[config.mk]
export PLATFORM = sky130hd
export DESIGN_NAME = motoro3_pwm_ramp_scheduler
export DESIGN_NICKNAME = d
export VERILOG_FILES = /design/src/rtl/motoro3_pwm_ramp_scheduler.sv
export SDC_FILE = /design/constraint.sdc
export NUM_CORES = 1
export LEC_CHECK = 0
export ABC_AREA = 1
export CAP_MARGIN = 40
export CORE_MARGIN = 5
export CORE_UTILIZATION = 63
export CTS_CLUSTER_SIZE = 16
export DETAILED_ROUTE_END_ITERATION = 6
export PLACE_DENSITY = 0.88
export SLEW_MARGIN = 5
export SYNTH_ARGS = -nofsm -noshare
export SYNTH_HDL_FRONTEND = slang
export SYNTH_SLANG_ARGS = --single-unit
[constraint.sdc]
create_clock -name clk -period 5.8 [get_ports clk]
set_input_delay 1.16 -clock clk [delete_from_list [all_inputs] [get_ports clk]]
set_output_delay 1.16 -clock clk [all_outputs]
set_load 0.01 [all_outputs]
[src/rtl/motoro3_pwm_ramp_scheduler.sv]
// motoro3_pwm_ramp_scheduler
// Ramps the PWM duty request toward a commanded target in bounded steps,
// aligned to the commutation boundary pulse m3cntLast1. Enforces the minimum
// on-time, forces the output off on a fault and latches the fault until it
// is cleared.
// Optional feature: define MOTORO3_RAMP_WATCHDOG_EN to build the stall
// watchdog, which faults when no boundary arrives for WDOG_CYCLES clocks.
`timescale 1ns/1ps
module motoro3_pwm_ramp_scheduler #(
    parameter logic [7:0]  MIN_DUTY    = 8'h20,
    parameter logic [7:0]  RAMP_STEP   = 8'd4,
    parameter int unsigned RAMP_DIV    = 4,
    parameter logic [23:0] WDOG_CYCLES = 24'd1_000_000
) (
    input  logic       clk,
    input  logic       nRst,
    input  logic [7:0] dutyTarget,
    input  logic       dutyLoad,
    input  logic       m3cntLast1,
    input  logic       faultIn,
    input  logic       faultClr,
    output logic [7:0] pwmLenWant,
    output logic [7:0] pwmMinMask,
    output logic       rampBusy,
    output logic       faultLatched,
    output logic [1:0] faultCause,
    output logic [1:0] state
);

    typedef enum logic [1:0] {
        IDLE  = 2'd0,
        RAMP  = 2'd1,
        HOLD  = 2'd2,
        FAULT = 2'd3
    } state_t;

    localparam logic [3:0] DIV_LAST = 4'(RAMP_DIV - 1);

    state_t     state_q, state_d;
    logic [7:0] tgt_q, tgt_d;
    logic [7:0] cur_q, cur_d;
    logic [3:0] divCnt_q, divCnt_d;
    logic       first_q, first_d;   // entry jump to MIN_DUTY still pending
    logic [1:0] cause_q, cause_d;
    logic [7:0] mask_q;
    logic       busy_q, flt_q;

    logic [7:0] effTgt;
    logic [8:0] upSum, dnDiff;
    logic [7:0] stepVal;
    logic       stepToZero;
    logic       wdogTrip;

    assign effTgt = (dutyTarget < MIN_DUTY) ? '0 : dutyTarget;

    // One ramp step from cur toward tgt: 9-bit saturating, clamped to tgt
    always_comb begin
        upSum      = {1'b0, cur_q} + {1'b0, RAMP_STEP};
        dnDiff     = {1'b0, cur_q} - {1'b0, RAMP_STEP};
        stepVal    = cur_q;
        stepToZero = 1'b0;
        if (tgt_q > cur_q) begin
            stepVal = (upSum > {1'b0, tgt_q}) ? tgt_q : upSum[7:0];
        end else if (tgt_q == '0) begin
            stepToZero = dnDiff[8] || (dnDiff[7:0] < MIN_DUTY);
            stepVal    = stepToZero ? '0 : dnDiff[7:0];
        end else begin
            stepVal = (dnDiff[8] || (dnDiff[7:0] < tgt_q)) ? tgt_q : dnDiff[7:0];
        end
    end

    // Next-state and datapath decisions; faults take priority over everything
    always_comb begin
        state_d  = state_q;
        tgt_d    = tgt_q;
        cur_d    = cur_q;
        divCnt_d = divCnt_q;
        first_d  = first_q;
        cause_d  = cause_q;
        if (faultIn || wdogTrip) begin
            state_d  = FAULT;
            cur_d    = '0;
            tgt_d    = '0;
            divCnt_d = '0;
            first_d  = 1'b0;
            cause_d  = cause_q | {wdogTrip, faultIn};
        end else begin
            unique case (state_q)
                IDLE: begin
                    cur_d = '0;
                    if (dutyLoad) begin
                        tgt_d = effTgt;
                        if (effTgt != '0) begin
                            state_d  = RAMP;
                            divCnt_d = '0;
                            first_d  = 1'b1;
                        end
                    end
                end
                RAMP: begin
                    // A load lands in tgt_d only; the step below still uses tgt_q
                    if (dutyLoad) tgt_d = effTgt;
                    if (first_q) begin
                        if (m3cntLast1) begin
                            cur_d   = MIN_DUTY;
                            first_d = 1'b0;
                        end else if (tgt_q == '0) begin
                            state_d = IDLE;
                            first_d = 1'b0;
                        end
                    end else if (m3cntLast1) begin
                        if (divCnt_q == DIV_LAST) begin
                            divCnt_d = '0;
                            cur_d    = stepVal;
                            if (stepToZero) state_d = IDLE;
                        end else begin
                            divCnt_d = divCnt_q + 4'd1;
                        end
                    end
                    // Compare against the post-load target so a coincident load is not lost
                    if (state_d == RAMP && !first_d && cur_d == tgt_d && tgt_d != '0)
                        state_d = HOLD;
                end
                HOLD: begin
                    if (dutyLoad && effTgt != tgt_q) begin
                        tgt_d    = effTgt;
                        state_d  = RAMP;
                        divCnt_d = '0;
                        first_d  = 1'b0;
                    end
                end
                FAULT: begin
                    cur_d = '0;
                    tgt_d = '0;
                    if (faultClr) begin
                        state_d = IDLE;
                        cause_d = '0;
                    end
                end
                default: state_d = IDLE;
            endcase
        end
    end

    // State, datapath and registered output flags
    always_ff @(posedge clk or negedge nRst) begin
        if (!nRst) begin
            state_q  <= IDLE;
            tgt_q    <= '0;
            cur_q    <= '0;
            divCnt_q <= '0;
            first_q  <= 1'b0;
            cause_q  <= '0;
            mask_q   <= '0;
            busy_q   <= 1'b0;
            flt_q    <= 1'b0;
        end else begin
            state_q  <= state_d;
            tgt_q    <= tgt_d;
            cur_q    <= cur_d;
            divCnt_q <= divCnt_d;
            first_q  <= first_d;
            cause_q  <= cause_d;
            mask_q   <= (state_d == RAMP || state_d == HOLD) ? MIN_DUTY : '0;
            busy_q   <= (state_d == RAMP);
            flt_q    <= (state_d == FAULT);
        end
    end

`ifdef MOTORO3_RAMP_WATCHDOG_EN
    logic [23:0] wdog_q, wdog_d;
    logic        wdogActive;

    assign wdogActive = (state_q == RAMP) || (state_q == HOLD);
    assign wdogTrip   = wdogActive && (wdog_q == WDOG_CYCLES - 24'd1);

    // Stall counter: runs in RAMP/HOLD, restarts on each boundary and state change
    always_comb begin
        wdog_d = '0;
        if (wdogActive && !m3cntLast1 && (state_d == state_q))
            wdog_d = wdog_q + 24'd1;
    end

    // Stall counter register
    always_ff @(posedge clk or negedge nRst) begin
        if (!nRst) wdog_q <= '0;
        else       wdog_q <= wdog_d;
    end
`else
    logic unused_wdog;
    assign unused_wdog = ^WDOG_CYCLES;
    assign wdogTrip    = 1'b0;
`endif

    assign pwmLenWant   = cur_q;
    assign pwmMinMask   = mask_q;
    assign rampBusy     = busy_q;
    assign faultLatched = flt_q;
    assign faultCause   = cause_q;
    assign state        = state_q;

endmodule

==> impl_metrics.py <==
metrics = {
    "floorplan": {
        "top_level_ports": 36,
        "num_rows": 26,
        "die_h_microns": 82.4,
        "start_util": 0.647,
        "die_w_microns": 82.4,
        "core-area_sq_um": 5110,
        "die-area_sq_um": 6790,
    },
    "synthesis": {
        "synth-seq-cells": 27,
        "netlist_instances": 512,
        "avgSynthCellArea_sq_um": 6.45,
        "synth_edf_count": 0,
        "synthArstFlopShare": 1.00,
        "yosys_warnings": 0,
        "syn-cell-area_sq_um": 3300,
        "ys_seq_area_frac": 0.204,
        "ys_types": 42,
        "ys.flop_type": "dfrtp_1",
    },
    "timing": {
        "tns_ns": 0,
        "fmax_ghz": 0.252,
        "setup_viol": 0,
        "hold_ws_ns": 0.488,
        "tightestPinTransition_ns": 0.923,
        "fin_crit_sh": 0.684,
        "hold_violations": 0,
        "finalMaxSlewViolations": 0,
        "slew_headroom": 0.383,
        "rsz0062_at_grt": "false",
        "fin_ws_ns": 1.83,
        "fin_skew_ns": 0.00696,
        "fin_crit_ns": 3.97,
    },
    "drt": {
        "route.detailed.drc": 0,
        "ant_nets": 0,
        "viasPerCell": 6.02,
        "dr.pass1.iters": 5,
        "vias": 3610,
        "wl_met1_mm": 3.92,
        "wl_mm": 9.48,
        "dr_wl_met3_microns": 785,
        "wl_met2_mm": 4.36,
        "wl_per_cell_microns": 15.8,
        "drt_first_iter_violations": 421,
        "top_layer": "met4",
    },
    "power": {
        "p_per_area_nw_per_um2": 473,
        "irDropWorstVdd_mv": 0.270,
        "p_leak_nw": 1.80,
        "finalPower_mw": 1.69,
    },
    "finish": {
        "layout-drive-gt1-share": 0.0604,
        "syn_to_final_growth_pct": 8.37,
        "layout.cells.non_filler": 600,
        "antenna_cells": 0,
        "nNetsFinal": 575,
        "n_fill_cell": 461,
    },
    "cts": {
        "cts_hold_buf": 0,
        "h-tree-depth": 1,
        "clock_sinks": 27,
        "clk_pin_slew_ns": 0.10,
        "root_buffer": "clkbuf_8",
        "cts-resized-gates": 0,
        "cts_buffer_depth": 2,
        "cts-buffers-inserted": 3,
        "cts_setup_buffers": 0,
        "cts_tree": "built",
        "worstSkewPairLatency_ns": 0.28,
    },
    "critical_path": {
        "r2r_end": "pwmMinMask[5]",
        "criticalPathCategory": "flop to flop",
        "rr_worst_depth": 25,
        "end_kind": "flop",
        "cp-start-kind": "flop",
        "worstPathArrival_ns": 4.15,
        "cp_max_fo": 9,
        "regToRegSetupSlack_ns": 1.83,
        "r2r_start": "pwmLenWant[5]",
        "critPathRequiredTime_ns": 5.98,
    },
    "global_route": {
        "grt_overflow": 0,
        "grt.total_usage": 0.299,
        "grt_pass1_wl_mm": 15.6,
        "antenna_found_initial": 0,
        "grt_pass1_vias": 3322,
        "grt_start_max_net_pins": 28,
    },
    "placed_design": {
        "hpwl_mm": 7.35,
        "dp_cells": 596,
        "gp_congestion": 1.04,
        "dp_slack_ns": 1.70,
        "port_buffers": 27,
    },
    "worst_hold_path": {
        "holdPathEnd": "faultCause[0]",
        "whs_path_depth": 2,
        "min-delay-start": "faultCause[0]",
        "hp-class": "flop to flop",
    },
    "run": {
        "drv_cap": 0,
    },
    "outcome": {
        "status": "finished, final reports clean",
    },
}
-- cells by family (layout without fill, tap and decap cells) --
group                      count (synthesis)  count (layout)  share of synthesized area
and+or+nand+nor                          272             272                      0.386
buffers and inverters                     89             100                      0.127
AOI/OAI and AO/OA                         85              85                      0.147
adders and majority gates                 30              30                      0.114
DFF                                       27              27                      0.204
xor gates and xnor gates                   8               8                     0.0212
other                                      1               8                    0.00113
-- flip-flops by register name, indices dropped and copies added, names as in the netlist --
name          flops
pwmMinMask        1
faultCause        1
first_q           1
tgt_q             8
pwmLenWant        8
rampBusy          1
divCnt_q          4
state             2
faultLatched      1
-- how the worst max path moves through the flow --
stage,start,endpoint
2_1_floorplan,pwmLenWant[3],pwmMinMask[5]
3_3_place_gp,m3cntLast1,pwmMinMask[5]
3_5_place_dp,m3cntLast1,pwmMinMask[5]
4_1_cts,pwmLenWant[4],pwmMinMask[5]
5_1_grt,pwmLenWant[4],pwmMinMask[5]
6_report,pwmLenWant[5],pwmMinMask[5]
-- Yosys cell counts (3+ instances only) --
library cell	number	area, sq um
a21o_1	3	22.5
a21oi_1	23	115
buf_4	9	67.6
buf_6	3	33.8
clkbuf_1	4	15.0
clkinv_1	4	15.0
dfrtp_1	27	676
ha_1	30	375
inv_1	63	236
nand2_1	132	495
nand2_2	6	37.5
nand2_4	3	33.8
nand3_1	74	370
nand3_2	3	30.0
nand4_1	10	62.6
nor2_1	27	101
nor2_2	4	25.0
nor2_4	4	45.0
nor3_1	4	20.0
o21ai_0	31	155
o22ai_1	17	106
xor2_1	6	52.6
-- cell type report --
cell class                      instances  area [sq um]  area share
Tap cell                               70          87.6      0.0245
Timing Repair Buffer                   28           278      0.0776
Sequential cell                        27           676       0.189
Multi-Input combinational cell        403          2240       0.624
Clock buffer                            3          41.3      0.0115
Inverter                               68           255      0.0713
Clock inverter                          1          7.51     0.00210
-- layer usage --
| layer | vias up | GRT usage |
|---|---|---|
| li1 | 1731 | - |
| met1 | 1645 | 0.392 |
| met2 | 197 | 0.474 |
| met3 | 37 | 0.0466 |
| met4 | 0 | 0.153 |
| met5 | - | 0 |
-- critical path, stage by stage (launching register included) --
cell and delay, ns:
dfrtp_1 0.66, inv_1 0.28, nor3_1 0.30, xor2_1 0.14, ha_1 0.37, nand4_1 0.11, nor3_1 0.18, nand2_2 0.20
nand2_8 0.15, nand2_1 0.08, nand3_1 0.10, nand2_1 0.07, nand2_1 0.07, nand2_1 0.07, nand2_1 0.06, nand2_1 0.05
nor2_1 0.10, nand2_1 0.05, nor2_1 0.08, nand2_1 0.07, nand2_1 0.06, nand3_1 0.06, nand2_1 0.06, nand3_1 0.12
ha_1 0.34, inv_1 0.04
-- cells in the final DEF, fill, tap and decap left out, drive strengths merged, types with 2 or more instances in the layout --
master / count
nand2: 142
nand3: 77
inv: 64
nor2: 35
o21ai: 32
ha: 30
dfrtp: 27
clkdlybuf4s50: 27
a21oi: 24
o22ai: 17
nand4: 11
conb: 8
xor2: 6
nor3: 5
clkinv: 4
a21o: 4
clkbuf: 3
xnor2: 2
o211ai: 2
a221oi: 2
o21a: 2
-- through the flow --
stage                      util  area [sq um]
final                     0.701          3580
after global routing      0.701          3580
after CTS                 0.701          3580
after detailed placement  0.692          3530
after global placement    0.692          3530
after floorplan               -          3330
-- where the power goes --
part	switching (mW)	total (mW)	leakage (nW)	internal, mW
combinational	0.843	1.27	1.43	0.432
clock	0.0603	0.109	0.0217	0.0488
sequential	0.0773	0.311	0.354	0.234
total	0.980	1.69	1.80	0.714
Note: power is estimated with default switching activity, not from simulation.
